==> src/rtl/bram_arb_pkg.sv <==
// Shared types and defaults for the BRAM port arbiter: requester ids and the
// read-return tag that travels alongside the BRAM read latency.
package bram_arb_pkg;

   localparam int NUM_REQ      = 2;
   localparam int READ_LAT_DEF = 2;

   typedef logic [0:0] req_id_t;

   typedef struct packed {
      logic    valid;
      req_id_t id;
   } rd_tag_t;

endpackage

==> src/rtl/bram_rd_tag_pipe.sv <==
// READ_LAT-deep shift register of read tags; the output stage lines up with
// the cycle in which the BRAM presents the data for the tagged read.
module bram_rd_tag_pipe
   import bram_arb_pkg::*;
#(
   parameter int READ_LAT = READ_LAT_DEF
) (
   input  logic    clk,
   input  logic    rst,
   input  rd_tag_t tag_in,
   output rd_tag_t tag_out
);

   rd_tag_t stage [READ_LAT];

   always_ff @(posedge clk or posedge rst) begin
      if (rst) begin
         for (int i = 0; i < READ_LAT; i++) stage[i] <= '0;
      end else begin
         stage[0] <= tag_in;
         for (int i = 1; i < READ_LAT; i++) stage[i] <= stage[i-1];
      end
   end

   assign tag_out = stage[READ_LAT-1];

endmodule

==> src/rtl/bram_port_arbiter.sv <==
// Two-requester arbiter for the audio clip BRAM port: one access per cycle,
// registered BRAM drive, tagged read return. Macro BRAM_ARB_FIXED_PRIO_EN
// makes requester 0 win every tie instead of round robin.
module bram_port_arbiter
   import bram_arb_pkg::*;
#(
   parameter int ADDR_W   = 16,
   parameter int READ_LAT = READ_LAT_DEF,
   parameter int DATA_W   = 32
) (
   input  logic              clk,
   input  logic              rst,
   input  logic              req0,
   input  logic              req1,
   input  logic [ADDR_W-1:0] addr0,
   input  logic [ADDR_W-1:0] addr1,
   input  logic [3:0]        we0,
   input  logic [3:0]        we1,
   input  logic [DATA_W-1:0] wdata0,
   input  logic [DATA_W-1:0] wdata1,
   output logic              gnt0,
   output logic              gnt1,
   output logic              rvalid0,
   output logic              rvalid1,
   output logic [DATA_W-1:0] rdata0,
   output logic [DATA_W-1:0] rdata1,
   output logic [31:0]       BRAM_addr,
   output logic              BRAM_clk,
   output logic [DATA_W-1:0] BRAM_din,
   input  logic [DATA_W-1:0] BRAM_dout,
   output logic              BRAM_en,
   output logic              BRAM_rst,
   output logic [3:0]        BRAM_we
);

   logic              any_gnt;
   req_id_t           sel_id;
   logic [ADDR_W-1:0] sel_addr;
   logic [3:0]        sel_we;
   logic [DATA_W-1:0] sel_wdata;
   rd_tag_t           tag_in;
   rd_tag_t           tag_out;

`ifndef BRAM_ARB_FIXED_PRIO_EN
   req_id_t last_grant;

   always_ff @(posedge clk or posedge rst) begin
      if (rst)          last_grant <= 1'b1;
      else if (any_gnt) last_grant <= sel_id;
   end
`endif

   // Grants are suppressed while rst is high so nothing enters the tag pipe.
   always_comb begin
      gnt0 = 1'b0;
      gnt1 = 1'b0;
      if (!rst) begin
         if (req0 && req1) begin
`ifdef BRAM_ARB_FIXED_PRIO_EN
            gnt0 = 1'b1;
`else
            if (last_grant == 1'b1) gnt0 = 1'b1;
            else                    gnt1 = 1'b1;
`endif
         end else if (req0) begin
            gnt0 = 1'b1;
         end else if (req1) begin
            gnt1 = 1'b1;
         end
      end
   end

   assign any_gnt   = gnt0 | gnt1;
   assign sel_id    = req_id_t'(gnt1);
   assign sel_addr  = gnt1 ? addr1  : addr0;
   assign sel_we    = gnt1 ? we1    : we0;
   assign sel_wdata = gnt1 ? wdata1 : wdata0;

   always_ff @(posedge clk or posedge rst) begin
      if (rst) begin
         BRAM_addr <= '0;
         BRAM_din  <= '0;
         BRAM_en   <= 1'b0;
         BRAM_we   <= 4'b0000;
         BRAM_rst  <= 1'b1;
      end else begin
         BRAM_rst <= 1'b0;
         if (any_gnt) begin
            BRAM_en   <= 1'b1;
            BRAM_addr <= 32'(sel_addr);
            BRAM_we   <= sel_we;
            BRAM_din  <= sel_wdata;
         end else begin
            BRAM_en <= 1'b0;
            BRAM_we <= 4'b0000;
         end
      end
   end

   assign tag_in = {any_gnt && (sel_we == 4'b0000), sel_id};

   bram_rd_tag_pipe #(
      .READ_LAT (READ_LAT)
   ) u_tag_pipe (
      .clk     (clk),
      .rst     (rst),
      .tag_in  (tag_in),
      .tag_out (tag_out)
   );

   // BRAM_dout is the BRAM's own output register; it is routed to the owning
   // requester in the cycle its tag reaches the end of the pipe.
   assign rvalid0  = tag_out.valid && (tag_out.id == 1'b0);
   assign rvalid1  = tag_out.valid && (tag_out.id == 1'b1);
   assign rdata0   = rvalid0 ? BRAM_dout : '0;
   assign rdata1   = rvalid1 ? BRAM_dout : '0;
   assign BRAM_clk = clk;

endmodule
==> config.mk <==
export PLATFORM = sky130hd
export DESIGN_NAME = bram_port_arbiter
export DESIGN_NICKNAME = d
export VERILOG_FILES = /design/src/rtl/bram_arb_pkg.sv /design/src/rtl/bram_rd_tag_pipe.sv /design/src/rtl/bram_port_arbiter.sv
export SDC_FILE = /design/constraint.sdc
export NUM_CORES = 1
export LEC_CHECK = 0
export ABC_AREA = 1
export BUFFER_PORTS_ARGS = -buffer_cell sky130_fd_sc_hd__buf_4
export CORE_MARGIN = 4
export CORE_UTILIZATION = 25
export DETAILED_ROUTE_END_ITERATION = 6
export PLACE_DENSITY = 0.58
export SYNTH_ARGS = -nofsm -noshare
export SYNTH_HDL_FRONTEND = slang
export SYNTH_SLANG_ARGS = --single-unit
==> constraint.sdc <==
create_clock -name clk -period 1.4 [get_ports clk]
set_input_delay 0.07 -clock clk [delete_from_list [all_inputs] [get_ports clk]]
set_output_delay 0.07 -clock clk [all_outputs]
set_load 0.005 [all_outputs]
======== Word level (Yosys, flattened, before mapping) ========
Index checks and enable logic that the tools add are counted.
storage, ports and cells
  register bits ........................... 59
  bits of input ports ..................... 140
  word-level logic and storage cells ...... 33
operators by class
  multiplexer cells ....................... 16
  bitwise operators ....................... 2
  reduce and logical (&&, ||, !) cells .... 5
operators with widths
  operator           number
  $mux 32            3
  $mux 16            1
  $mux 1             10
  $mux 4             2
  $logic_and 1x1->1  4
  $logic_not 4->1    1
  $not 1->1          1
  $or 1x1->1         1

======== Depth between registers and ports, before layout ========
  depth after elaboration ................. 7
  mapped depth ............................ 7
  depth with buffers taken out ............ 6

======== Hierarchy ========
Synthesis repeated with hierarchy kept, for this count alone.
unflattened totals
  cells, all modules ...................... 435
  area, all modules ....................... 3134.3 µm²
by module, submodules not included
  module             times used  cells an instance  area an instance (µm²)  sequential area each (µm²)
  bram_port_arbiter  1           428                3015.4                  1378.8
  bram_rd_tag_pipe   1           7                  118.9                   100.1

==> flow_metrics.tcl <==
set metrics [dict create \
    min_period_ns 1.503 \
    drtPass1Iterations 4 \
    crit_type "flip-flop to output pin" \
    ys_seq_area_share_pct 45.89 \
    fmax_mhz 665.3 \
    cp-end-kind "output pin" \
    setup_viol 32 \
    drive_above_1_share_pct 42.50 \
    p_switching_uw 1636 \
    crit_chain "inv_1, nor2_2, inv_2, buf_12, nor2_2, buf_4" \
    hp-class "input pin to flip-flop" \
    yosys_warnings 0 \
    final.period_utilization_pct 107.4 \
    cts.clk_slew.worst_paths_ns 0.05 \
    grt_pass1_wl_um 22290 \
    grt_usage_pct 19.49 \
    gp_congestion 0.7941 \
    drc 0 \
    status "complete, but fails checks" \
    violations "negative setup slack" \
    fin_cells 981 \
    synth_area_um2 3223 \
    die_y_um 121.5 \
    swShare_pct 26.01 \
    utilization_pct 55.21 \
    io_pins 279 \
    max_stage_delay_ns 0.35 \
    internal-power_uw 4652 \
    seq_power_share_pct 32.9 \
    postSynthAreaPerCell_um2 7.461 \
    initial_utilization_pct 25.54 \
    power_frac_comb_pct 26.9 \
    rows 41 \
    final_hold_viol_count 0 \
    vdd_drop_max_mv 0.6886 \
    reg2reg_slack_ns 0.01 \
    die_w_um 121.5 \
    worstSkewPairLatency_ns 0.44 \
    cp.arrival_ns 1.43 \
    crit_buf_inv 4 \
    avgRoutedWirePerCell_um 15.69 \
    yosysUniqueCellTypes 21 \
    dp_hpwl_um 10190 \
    dp_cells 851 \
    die-area_um2 14770 \
    rsz0062_at_grt "yes" \
    p_leak_uw 0.003612 \
    regArea_um2 1479 \
    setup_total_negative_slack_ns -2.254 \
    max_cap_violations 0 \
    power_density_nw_per_um2 902.6 \
    viasPerCell 4.384 \
    ys_ff_latch 59 \
    path_common_cell "nor2_2" \
    grt_max_degree 60 \
    crit_fanout 32 \
    hold_ws_ns 0.02815 \
    place_area_um2 5383 \
    syn_inst 432 \
    cts_tree "built" \
    routed-via-count 4301 \
    drt_iter0_markers 155 \
    skew_ns 0.004054 \
    wl_um 15390 \
    power_frac_clock_pct 40.2 \
    final_max_slew_viol_count 0 \
    core_um2 12620 \
    crit_family "buffers and inverters" \
    grt_pass1_vias 4389 \
    critPathLaunchType "flip-flop" \
    antenna_left 0 \
    worst_slack_ns -0.1032 \
    antenna_found_initial 0 \
    area_delta_synth_final_pct 116.1 \
    worst_path_max_delay_cell "dfrtp_1" \
    nNetsFinal 943 \
    fillCellCount 1129 \
    required_ns 1.33 \
    numPortBuffers 262 \
    fin_area_um2 6967 \
    multiInputGateArea_um2 1433 \
    overflow 0 \
]
-- cells by family after synthesis --
family | count (synthesis) | synth area share (%)
DFF | 59 | 45.89
buffers and inverters | 88 | 13.55
and+or+nand+nor | 232 | 28.57
other | 1 | 0.1163
AOI/OAI and AO/OA | 52 | 11.88
-- state kept, by name, summed over array words and instances (netlist names) --
register and flops:
BRAM_addr 16, BRAM_din 32, last_grant 1, BRAM_rst 1, u_tag_pipe.stage 2, BRAM_en 1, BRAM_we 4, u_tag_pipe.tag_out 2
-- timing repair --
item	4_1_cts	5_1_grt
endpoints found under the setup margin	48	77
gates resized for setup	7	20
cloned	1	2
pin swaps	2	4
setup buffers	2	3
hold endpoints to repair	110	0
hold buffers	104	0
-- layout make-up --
cell class	count	share of cell area, %
multi-input combinational	301	20.56
sequential	59	21.23
antenna	2	0.07184
clock inverter	2	0.1437
tap	172	3.089
timing repair buffer	383	47.34
clock buffer	17	5.065
inverter	45	2.496
-- synth_stat cells --
cell | n | area, um^2
a21oi_1 | 1 | 5.000
a31oi_1 | 38 | 237.7
a31oi_2 | 10 | 125.1
buf_12 | 1 | 20.02
buf_2 | 18 | 90.09
buf_4 | 18 | 135.1
clkbuf_1 | 6 | 22.52
conb_1 | 1 | 3.750
dfrtp_1 | 57 | 1426
dfstp_2 | 2 | 52.55
inv_1 | 43 | 161.4
inv_2 | 2 | 7.510
nand2_1 | 96 | 360.4
nand2_2 | 12 | 75.07
nand3_1 | 2 | 10.01
nand3_2 | 1 | 10.01
nand3b_1 | 1 | 7.510
nor2_1 | 119 | 446.7
nor2_4 | 1 | 11.26
o21ai_0 | 1 | 5.000
o21ai_1 | 2 | 10.01
-- final timing paths --
path	from	end	cells past startpoint
setup / recovery	u_tag_pipe.tag_out[1]$_DFF_PP0_	rdata0[12]	6
hold / removal	we1[1]	BRAM_we[1]$_DFF_PP0_	5
setup reg to reg	last_grant$_DFFE_PP1P_	BRAM_din[31]$_DFFE_PP0P_	5
hold reg to reg	u_tag_pipe.stage[2]$_DFF_PP0_	u_tag_pipe.tag_out[0]$_DFF_PP0_	0
max in group asynchronous	rst	BRAM_din[15]$_DFFE_PP0P_	4
min in group asynchronous	rst	BRAM_din[29]$_DFFE_PP0P_	4
-- power by group through the flow --
| stage | sequential [uW] | clock, uW | combinational (uW) |
|---|---|---|---|
| floorplan | 2100 | 46.3 | 540 |
| finish | 2070 | 2530 | 1690 |
| global route | 2100 | 2690 | 1840 |
| detailed placement | 2090 | 46.3 | 1370 |
| global placement | 2090 | 46.3 | 1350 |
| CTS | 2070 | 2590 | 1630 |
-- cells in the final DEF (no fill, tap or decap), types with 8 or more instances in the layout --
cell type	instances
nor2_2	14
nand2_1	95
buf_12	8
nor2_1	105
buf_4	267
clkbuf_16	14
a31oi_2	11
conb_1	17
dlygate4sd3_1	104
nand2_2	11
dfrtp_1	57
a31oi_1	37
inv_1	42
-- tightest hold or removal path: cells and delay by family --
kind / cells / cell delay (ns)
buffers and inverters: 2 / 0.11
and+or+nand+nor: 3 / 0.24
-- metrics by stage --
stage	worst slack [ns]	total power, uW
after floorplan	0.06683	2685
after global placement	0.1080	3487
after detailed placement	0.06690	3514
after CTS	-0.1107	6293
after global routing	-0.1793	6626
final	-0.1032	6288
-- layer usage --
layer	track usage, %	part of all wire [%]	up-vias
met5	0	0	-
met4	10.85	4.0	0
met3	6.128	8.4	50
met2	35.03	53	247
met1	19.99	35	1956
li1	-	-	2048
(Power assumes the default switching activity.)
